==> src/rtl/axi_dma_pkg.sv <==
// Shared definitions for the AXI4 block-copy DMA.
//   dma_state_e      : copy controller states
//   AXI_* constants  : burst type and response encodings
//   calc_blen()      : beats in the next burst, limited by the remaining count,
//                      the burst cap and both 4 KiB page boundaries
package axi_dma_pkg;

  typedef enum logic [2:0] {
    ST_IDLE    = 3'd0,
    ST_RD_ADDR = 3'd1,
    ST_RD_DATA = 3'd2,
    ST_WR_ADDR = 3'd3,
    ST_WR_DATA = 3'd4,
    ST_WR_RESP = 3'd5,
    ST_FINISH  = 3'd6
  } dma_state_e;

  localparam logic [1:0] AXI_BURST_INCR  = 2'b01;
  localparam logic [1:0] AXI_RESP_OKAY   = 2'b00;
  localparam logic [1:0] AXI_RESP_SLVERR = 2'b10;

  // Addresses are beat aligned, so the room left in a 4 KiB page is always at
  // least one beat and the result is never zero while rem is non-zero.
  function automatic logic [8:0] calc_blen(input logic [11:0]  src_off,
                                           input logic [11:0]  dst_off,
                                           input logic [31:0]  rem,
                                           input int unsigned  max_burst,
                                           input int unsigned  beat_sh);
    logic [31:0] n;
    logic [31:0] room;
    n = rem;
    if (max_burst < n) n = max_burst;
    room = (32'd4096 - {20'd0, src_off}) >> beat_sh;
    if (room < n) n = room;
    room = (32'd4096 - {20'd0, dst_off}) >> beat_sh;
    if (room < n) n = room;
    return 9'(n);
  endfunction

endpackage

==> src/rtl/dma_sync_fifo.sv <==
// Single-clock beat buffer between the read and write phases of a burst.
//   clk_i, rst_i (async, active-low)
//   push_i/data_i : write one entry (ignored when full)
//   pop_i/data_o  : data_o is the head entry; pop_i removes it (ignored when empty)
//   full_o, empty_o
module dma_sync_fifo #(
  parameter int DATA_WTH = 256,
  parameter int DEPTH    = 16
) (
  input  logic                clk_i,
  input  logic                rst_i,
  input  logic                push_i,
  input  logic [DATA_WTH-1:0] data_i,
  input  logic                pop_i,
  output logic [DATA_WTH-1:0] data_o,
  output logic                full_o,
  output logic                empty_o
);

  localparam int PW = (DEPTH > 1) ? $clog2(DEPTH) : 1;
  localparam int CW = $clog2(DEPTH + 1);

  logic [DATA_WTH-1:0] mem_q [DEPTH];
  logic [PW-1:0]       wptr_q, rptr_q;
  logic [CW-1:0]       cnt_q;
  logic                do_push, do_pop;

  // DEPTH need not be a power of two, so pointers wrap explicitly.
  function automatic logic [PW-1:0] ptr_inc(input logic [PW-1:0] p);
    return (p == PW'(DEPTH - 1)) ? '0 : p + 1'b1;
  endfunction

  assign full_o  = (cnt_q == CW'(DEPTH));
  assign empty_o = (cnt_q == '0);
  assign do_push = push_i && !full_o;
  assign do_pop  = pop_i && !empty_o;
  assign data_o  = mem_q[rptr_q];

  always_ff @(posedge clk_i or negedge rst_i) begin
    if (!rst_i) begin
      wptr_q <= '0;
      rptr_q <= '0;
      cnt_q  <= '0;
    end else begin
      if (do_push) wptr_q <= ptr_inc(wptr_q);
      if (do_pop)  rptr_q <= ptr_inc(rptr_q);
      case ({do_push, do_pop})
        2'b10:   cnt_q <= cnt_q + 1'b1;
        2'b01:   cnt_q <= cnt_q - 1'b1;
        default: cnt_q <= cnt_q;
      endcase
    end
  end

  // Storage carries no reset; the pointers alone define what is valid.
  always_ff @(posedge clk_i) begin
    if (do_push) mem_q[wptr_q] <= data_i;
  end

endmodule

==> src/rtl/axi_dma_copy.sv <==
// AXI4 block-copy initiator: moves beats_i beats from src_addr_i to dst_addr_i
// as alternating INCR read and write bursts through a local beat buffer.
//   clk_i, rst_i (async, active-low)
//   start_i, src_addr_i, dst_addr_i, beats_i : copy request (accepted in IDLE)
//   busy_o, done_o (1-cycle pulse), err_o (sticky until the next start)
//   aw*/w*/b*/ar*/r* : AXI4 master port
module axi_dma_copy
  import axi_dma_pkg::*;
#(
  parameter int                ADDR_WTH   = 32,
  parameter int                DATA_WTH   = 256,
  parameter int                ID_WIDTH   = 4,
  parameter logic [ID_WIDTH-1:0] DMA_ID   = '0,
  parameter int                MAX_BURST  = 16,
  parameter int                FIFO_DEPTH = 16
) (
  input  logic                  clk_i,
  input  logic                  rst_i,
  input  logic                  start_i,
  input  logic [ADDR_WTH-1:0]   src_addr_i,
  input  logic [ADDR_WTH-1:0]   dst_addr_i,
  input  logic [31:0]           beats_i,
  output logic                  busy_o,
  output logic                  done_o,
  output logic                  err_o,
  // write address
  output logic [ID_WIDTH-1:0]   awid,
  output logic [ADDR_WTH-1:0]   awaddr,
  output logic [7:0]            awlen,
  output logic [2:0]            awsize,
  output logic [1:0]            awburst,
  output logic                  awlock,
  output logic [3:0]            awcache,
  output logic [2:0]            awprot,
  output logic [3:0]            awqos,
  output logic [3:0]            awregion,
  output logic                  awvalid,
  input  logic                  awready,
  // write data
  output logic [DATA_WTH-1:0]   wdata,
  output logic [DATA_WTH/8-1:0] wstrb,
  output logic                  wlast,
  output logic                  wvalid,
  input  logic                  wready,
  // write response
  input  logic [ID_WIDTH-1:0]   bid,
  input  logic [1:0]            bresp,
  input  logic                  bvalid,
  output logic                  bready,
  // read address
  output logic [ID_WIDTH-1:0]   arid,
  output logic [ADDR_WTH-1:0]   araddr,
  output logic [7:0]            arlen,
  output logic [2:0]            arsize,
  output logic [1:0]            arburst,
  output logic                  arlock,
  output logic [3:0]            arcache,
  output logic [2:0]            arprot,
  output logic [3:0]            arqos,
  output logic [3:0]            arregion,
  output logic                  arvalid,
  input  logic                  arready,
  // read data
  input  logic [ID_WIDTH-1:0]   rid,
  input  logic [DATA_WTH-1:0]   rdata,
  input  logic [1:0]            rresp,
  input  logic                  rlast,
  input  logic                  rvalid,
  output logic                  rready
);

  localparam int          BEAT_B = DATA_WTH / 8;
  localparam int          BEAT_SH = $clog2(BEAT_B);
  localparam logic [2:0]  AXSIZE = 3'(BEAT_SH);

  dma_state_e          state_q, state_d;
  logic [ADDR_WTH-1:0] src_q, src_d, dst_q, dst_d;
  logic [31:0]         rem_q, rem_d;
  logic [8:0]          blen_q, blen_d;
  logic [8:0]          cnt_q, cnt_d;
  logic [7:0]          len_q, len_d;
  logic                err_q, err_d;
  logic                load_burst;
  logic [ADDR_WTH-1:0] step;

  logic                fifo_full, fifo_empty, fifo_push, fifo_pop;
  logic [DATA_WTH-1:0] fifo_head;
  logic                unused_ids;

  assign unused_ids = ^{rid, bid};

  dma_sync_fifo #(.DATA_WTH(DATA_WTH), .DEPTH(FIFO_DEPTH)) u_fifo (
    .clk_i   (clk_i),
    .rst_i   (rst_i),
    .push_i  (fifo_push),
    .data_i  (rdata),
    .pop_i   (fifo_pop),
    .data_o  (fifo_head),
    .full_o  (fifo_full),
    .empty_o (fifo_empty)
  );

  // All handshake outputs decode from registered state, so an asynchronous
  // reset drops them immediately.
  assign arvalid = (state_q == ST_RD_ADDR);
  assign rready  = (state_q == ST_RD_DATA) && !fifo_full;
  assign awvalid = (state_q == ST_WR_ADDR);
  assign wvalid  = (state_q == ST_WR_DATA) && !fifo_empty;
  assign wlast   = (state_q == ST_WR_DATA) && (cnt_q == blen_q - 9'd1);
  assign bready  = (state_q == ST_WR_RESP);
  assign wdata   = fifo_head;
  assign wstrb   = '1;

  assign fifo_push = rvalid && rready;
  assign fifo_pop  = wvalid && wready;

  assign araddr = src_q;
  assign awaddr = dst_q;
  assign arlen  = len_q;
  assign awlen  = len_q;

  assign arid = DMA_ID;     assign awid = DMA_ID;
  assign arsize = AXSIZE;   assign awsize = AXSIZE;
  assign arburst = AXI_BURST_INCR; assign awburst = AXI_BURST_INCR;
  assign arlock = 1'b0;     assign awlock = 1'b0;
  assign arcache = '0;      assign awcache = '0;
  assign arprot = '0;       assign awprot = '0;
  assign arqos = '0;        assign awqos = '0;
  assign arregion = '0;     assign awregion = '0;

  assign busy_o = (state_q != ST_IDLE) && (state_q != ST_FINISH);
  assign done_o = (state_q == ST_FINISH);
  assign err_o  = err_q;

  assign step = ADDR_WTH'(blen_q) << BEAT_SH;

  always_comb begin
    state_d    = state_q;
    src_d      = src_q;
    dst_d      = dst_q;
    rem_d      = rem_q;
    blen_d     = blen_q;
    cnt_d      = cnt_q;
    len_d      = len_q;
    err_d      = err_q;
    load_burst = 1'b0;
    case (state_q)
      ST_IDLE: begin
        if (start_i) begin
          src_d = src_addr_i;
          dst_d = dst_addr_i;
          rem_d = beats_i;
          err_d = 1'b0;
          if (beats_i == 32'd0) begin
            state_d = ST_FINISH;
          end else begin
            state_d    = ST_RD_ADDR;
            load_burst = 1'b1;
          end
        end
      end
      ST_RD_ADDR: begin
        if (arready) state_d = ST_RD_DATA;
      end
      ST_RD_DATA: begin
        if (fifo_push) begin
          cnt_d = cnt_q + 9'd1;
          if (rresp != AXI_RESP_OKAY) err_d = 1'b1;
          if (rlast) begin
            // A burst that ends early or late is flagged but not aborted.
            if (cnt_q + 9'd1 != blen_q) err_d = 1'b1;
            state_d = ST_WR_ADDR;
          end
        end
      end
      ST_WR_ADDR: begin
        if (awready) begin
          state_d = ST_WR_DATA;
          cnt_d   = '0;
        end
      end
      ST_WR_DATA: begin
        if (fifo_pop) begin
          cnt_d = cnt_q + 9'd1;
          if (wlast) state_d = ST_WR_RESP;
        end
      end
      ST_WR_RESP: begin
        if (bvalid) begin
          if (bresp != AXI_RESP_OKAY) err_d = 1'b1;
          src_d = src_q + step;
          dst_d = dst_q + step;
          rem_d = rem_q - 32'(blen_q);
          if (rem_d == 32'd0) begin
            state_d = ST_FINISH;
          end else begin
            state_d    = ST_RD_ADDR;
            load_burst = 1'b1;
          end
        end
      end
      ST_FINISH: state_d = ST_IDLE;
      default:   state_d = ST_IDLE;
    endcase
    // Burst length is fixed on entry to RD_ADDR from the updated addresses.
    if (load_burst) begin
      blen_d = calc_blen(src_d[11:0], dst_d[11:0], rem_d, MAX_BURST, BEAT_SH);
      len_d  = 8'(blen_d - 9'd1);
      cnt_d  = '0;
    end
  end

  always_ff @(posedge clk_i or negedge rst_i) begin
    if (!rst_i) begin
      state_q <= ST_IDLE;
      src_q   <= '0;
      dst_q   <= '0;
      rem_q   <= '0;
      blen_q  <= '0;
      cnt_q   <= '0;
      len_q   <= '0;
      err_q   <= 1'b0;
    end else begin
      state_q <= state_d;
      src_q   <= src_d;
      dst_q   <= dst_d;
      rem_q   <= rem_d;
      blen_q  <= blen_d;
      cnt_q   <= cnt_d;
      len_q   <= len_d;
      err_q   <= err_d;
    end
  end

endmodule

==> config.mk <==
export PLATFORM = sky130hd
export DESIGN_NAME = axi_dma_copy
export DESIGN_NICKNAME = d
export VERILOG_FILES = /design/src/rtl/axi_dma_pkg.sv /design/src/rtl/dma_sync_fifo.sv /design/src/rtl/axi_dma_copy.sv
export SDC_FILE = /design/constraint.sdc
export NUM_CORES = 2
export LEC_CHECK = 0
export CORE_MARGIN = 4
export CORE_UTILIZATION = 60
export DETAILED_ROUTE_END_ITERATION = 8
export PLACE_DENSITY = 0.9
export SLEW_MARGIN = 20
export SYNTH_ARGS = -nofsm -noshare
export SYNTH_HDL_FRONTEND = slang
export SYNTH_HIERARCHICAL = 1
export SYNTH_SLANG_ARGS = --single-unit
==> constraint.sdc <==
create_clock -name clk_i -period 26.6 [get_ports clk_i]
set_input_delay 5.32 -clock clk_i [delete_from_list [all_inputs] [get_ports clk_i]]
set_output_delay 5.32 -clock clk_i [all_outputs]
set_load 0.01 [all_outputs]
==> impl_metrics.ini <==
[outcome]
status = complete, no violations

[layout]
multiInputGateArea_um2 = 37800
fin_area_um2 = 191000
nets = 9462
fillerInstances = 15573
syn_to_final_growth_pct = 14.2
ff_latch_area_um2 = 126000
final_cells = 13130
drive_gt1_share_pct = 16.4

[detailed_routing]
routed_via_density = 7.13
met2WireLength_um = 235000
dr.pass1.iters = 7
drt-total-wl_um = 482000
drc_errors = 0
drtAntennaViolNets = 0
routed.top_layer = met5
post_drt_wl_per_cell_um = 36.7
vias = 93601
wl_met1_um = 155000
dr_wl_met3_um = 64200
drtIter0Drc = 15500

[worst_setup_path]
cp_num_buf_inv = 4
reg2reg_depth = 32
worstSetupStartpoint = start_i
cp_max_fo = 61
worstSetupStartpointType = primary input
arrival_ps = 15260
crit_family = compound AO/OA/AOI/OAI gates
cpMaxStageDelayCell = o41ai_1
cp.required_ps = 27390
cp.depth = 33
end_kind = flop
r2r_start = state_q[2]
crit_type = in2reg
cp_common_cell = a21o_1
slowest_delay_ps = 820

[floorplanning]
start_util_pct = 60.4
core_um2 = 277000
die-height_um = 536
chipWidth_um = 536
die_area_um2 = 287000
fp-row-count = 193
ioPinCount = 800

[timing]
finalCritPeriodShare_pct = 54.4
worstMarginPinSlew_ps = 1340
setup_viol = 0
relSlewSlack_pct = 10.6
rsz0062_at_grt = no
slew_violations = 0
finClkSkew_ps = 49.8
hold_viol_final = 0
finalSetupTns_ps = 0
fin_crit_ps = 14470
fmax_mhz = 69.1

[global_route]
grt_max_degree = 145
grt_pass1_vias = 95231
grt_pass1_wl_um = 690000
grt_use_total_pct = 33.3
antenna_found_initial = 89
grt_overflow = 0

[synth]
synth_area_um2 = 167000
synth_edf_count = 4096
synth_cells = 8257
ys_seq_area_share_pct = 75.7
ys.flop_type = edfxtp_1
yosysWarnings = 6
yosys.cell_types.count = 87
async_flop_share_pct = 3.28
synth_area_leader_cell = edfxtp_1
ys_seq_elements = 4235
synth_top_area_share_pct = 73.6
synthTopCellsByArea = edfxtp_1, mux4_2, mux2i_1
postSynthAreaPerCell_um2 = 20.2

[power]
max-vdd-ir-drop_uv = 110
powerDensity_nw_per_um2 = 103
power_uw = 19600
cellLeakagePower_uw = 0.0602

[clocking]
cts_buffers = 397
clk_latency_ps = 930
cts_buffer_depth = 4
cts_max_level = 5
cts_tree = built
cts_root_buffer = clkbuf_16
cts_resized = 0
cts.sinks = 4235
hold_buffers = 0
clk_pin_slew_ps = 60
cts_setup_buffers = 0

[hold_path]
hold_path_depth = 2
hp-start = araddr[1]
hold_path.class = reg2reg

[placed_design]
placed_cell_area_um2 = 178000
dp_cells = 12336
gp_congestion = 0.964
io_buffers = 709
hpwl_um = 232000

[job]
maxCapViolations = 0
## cell type report
| class | count | share of cell area, % |
|---|---|---|
| Sequential cell | 4235 | 66.3 |
| Multi-Input combinational cell | 3466 | 19.8 |
| Clock buffer | 476 | 5.40 |
| Timing Repair Buffer | 858 | 4.44 |
| Tap cell | 3705 | 2.43 |
| Clock inverter | 248 | 1.36 |
| Inverter | 73 | 0.148 |
| Antenna cell | 69 | 0.0905 |
## logic make-up (layout without fill, tap and decap cells)
family | after synthesis | after routing | synth area share [%]
flip-flops | 4235 | 4235 | 75.7
multiplexers | 1556 | 1556 | 15.1
AO/OA/AOI/OAI | 1161 | 1161 | 4.87
buffers and inverters | 639 | 1655 | 1.93
AND/OR/NAND/NOR | 543 | 543 | 1.64
XOR/XNOR | 63 | 63 | 0.330
adder cells (fa/ha/maj) | 58 | 58 | 0.452
other | 2 | 154 | 0.00449
## layer usage
metal,up-vias,track usage (%)
met5,-,0
met4,46,17.4
met1,47232,42.9
met3,1607,8.24
met2,8692,53.0
li1,36024,-
## cells in the mapped netlist (all sizes together) (12+ instances only)
cell and number:
xnor2 46, xor2 17, nor4 32, nor3 53
dfrtp 139, a32oi 258, buf 391, a31oi 26
a21oi 70, clkbuf 175, edfxtp 4096, a221o 19
nor2 101, nor2b 12, o31ai 12, nand2b 16
nand2 171, nand4 23, mux4 768, and2 16
o21a 12, o211ai 15, or4 12, a21o 22
and3 14, o311ai 18, ha 54, o21ai 350
or3 13, nand3 41, inv 73, a22oi 279
mux2i 780
## sequential cells by signal, summed over array words and instances (netlist names)
name and count:
u_fifo/cnt_q 5, u_fifo/rptr_q 4, rem_q 32, u_fifo/wptr_q 4
err_o 1, awaddr 32, araddr 32, blen_q 9
state_q 3, cnt_q 9, u_fifo/mem_q 4096, arlen 8
## layout by cell type, fill, tap and decap left out, types with 15 or more instances in the layout
master and instances:
nor3_1 48, xor2_1 17, conb_1 85, o21ai_1 140
bufinv_16 44, a21o_1 22, a32oi_1 258, inv_1 72
nand4_1 23, a22oi_1 279, edfxtp_1 4096, buf_12 19
nand2_1 171, nor4_1 29, ha_1 54, a21oi_1 70
nand2b_1 16, xnor2_1 46, nor2_1 86, o311ai_0 17
clkinv_2 76, o21ai_0 210, mux4_2 768, clkbuf_16 400
clkdlybuf4s50_1 708, dfrtp_1 136, a31oi_1 26, diode_2 69
a221o_1 19, clkinv_1 89, nor2_4 15, mux2i_1 780
and2_1 15, buf_4 125, nand3_1 41, o211ai_1 15
clkbuf_1 76
## stage by stage
stage | worst slack, ps | utilization, % | hold slack [ps]
after global placement | 11270 | 64.2 | 484
after detailed placement | 11350 | 64.2 | 495
final | 12130 | 68.9 | 512
after CTS | 12340 | 68.9 | 508
after global routing | 11640 | 68.9 | 526
after floorplan | 2120 | - | 492
## power by group
part           total (µW)  leakage (µW)  internal (µW)  switching (µW)
Combinational        6090        0.0153           2610            3480
Sequential           7740        0.0386           7520             225
Clock                5760       0.00630           3200            2560
Total               19600        0.0602          13300            6260
## worst min-delay path, stage by stage (launching register included)
cell and delay, ps:
dfrtp_1 360, nand2_1 50, nand2_1 60
## worst paths after layout
kind	endpoint	slack [ps]
max	arlen[6]	12130
min	araddr[1]	510
max reg2reg	arlen[6]	16310
min reg2reg	araddr[1]	510
max in group asynchronous	u_fifo/rptr_q[0]	20490
min in group asynchronous	araddr[29]	4290
Note: power is estimated with default switching activity, not from simulation.
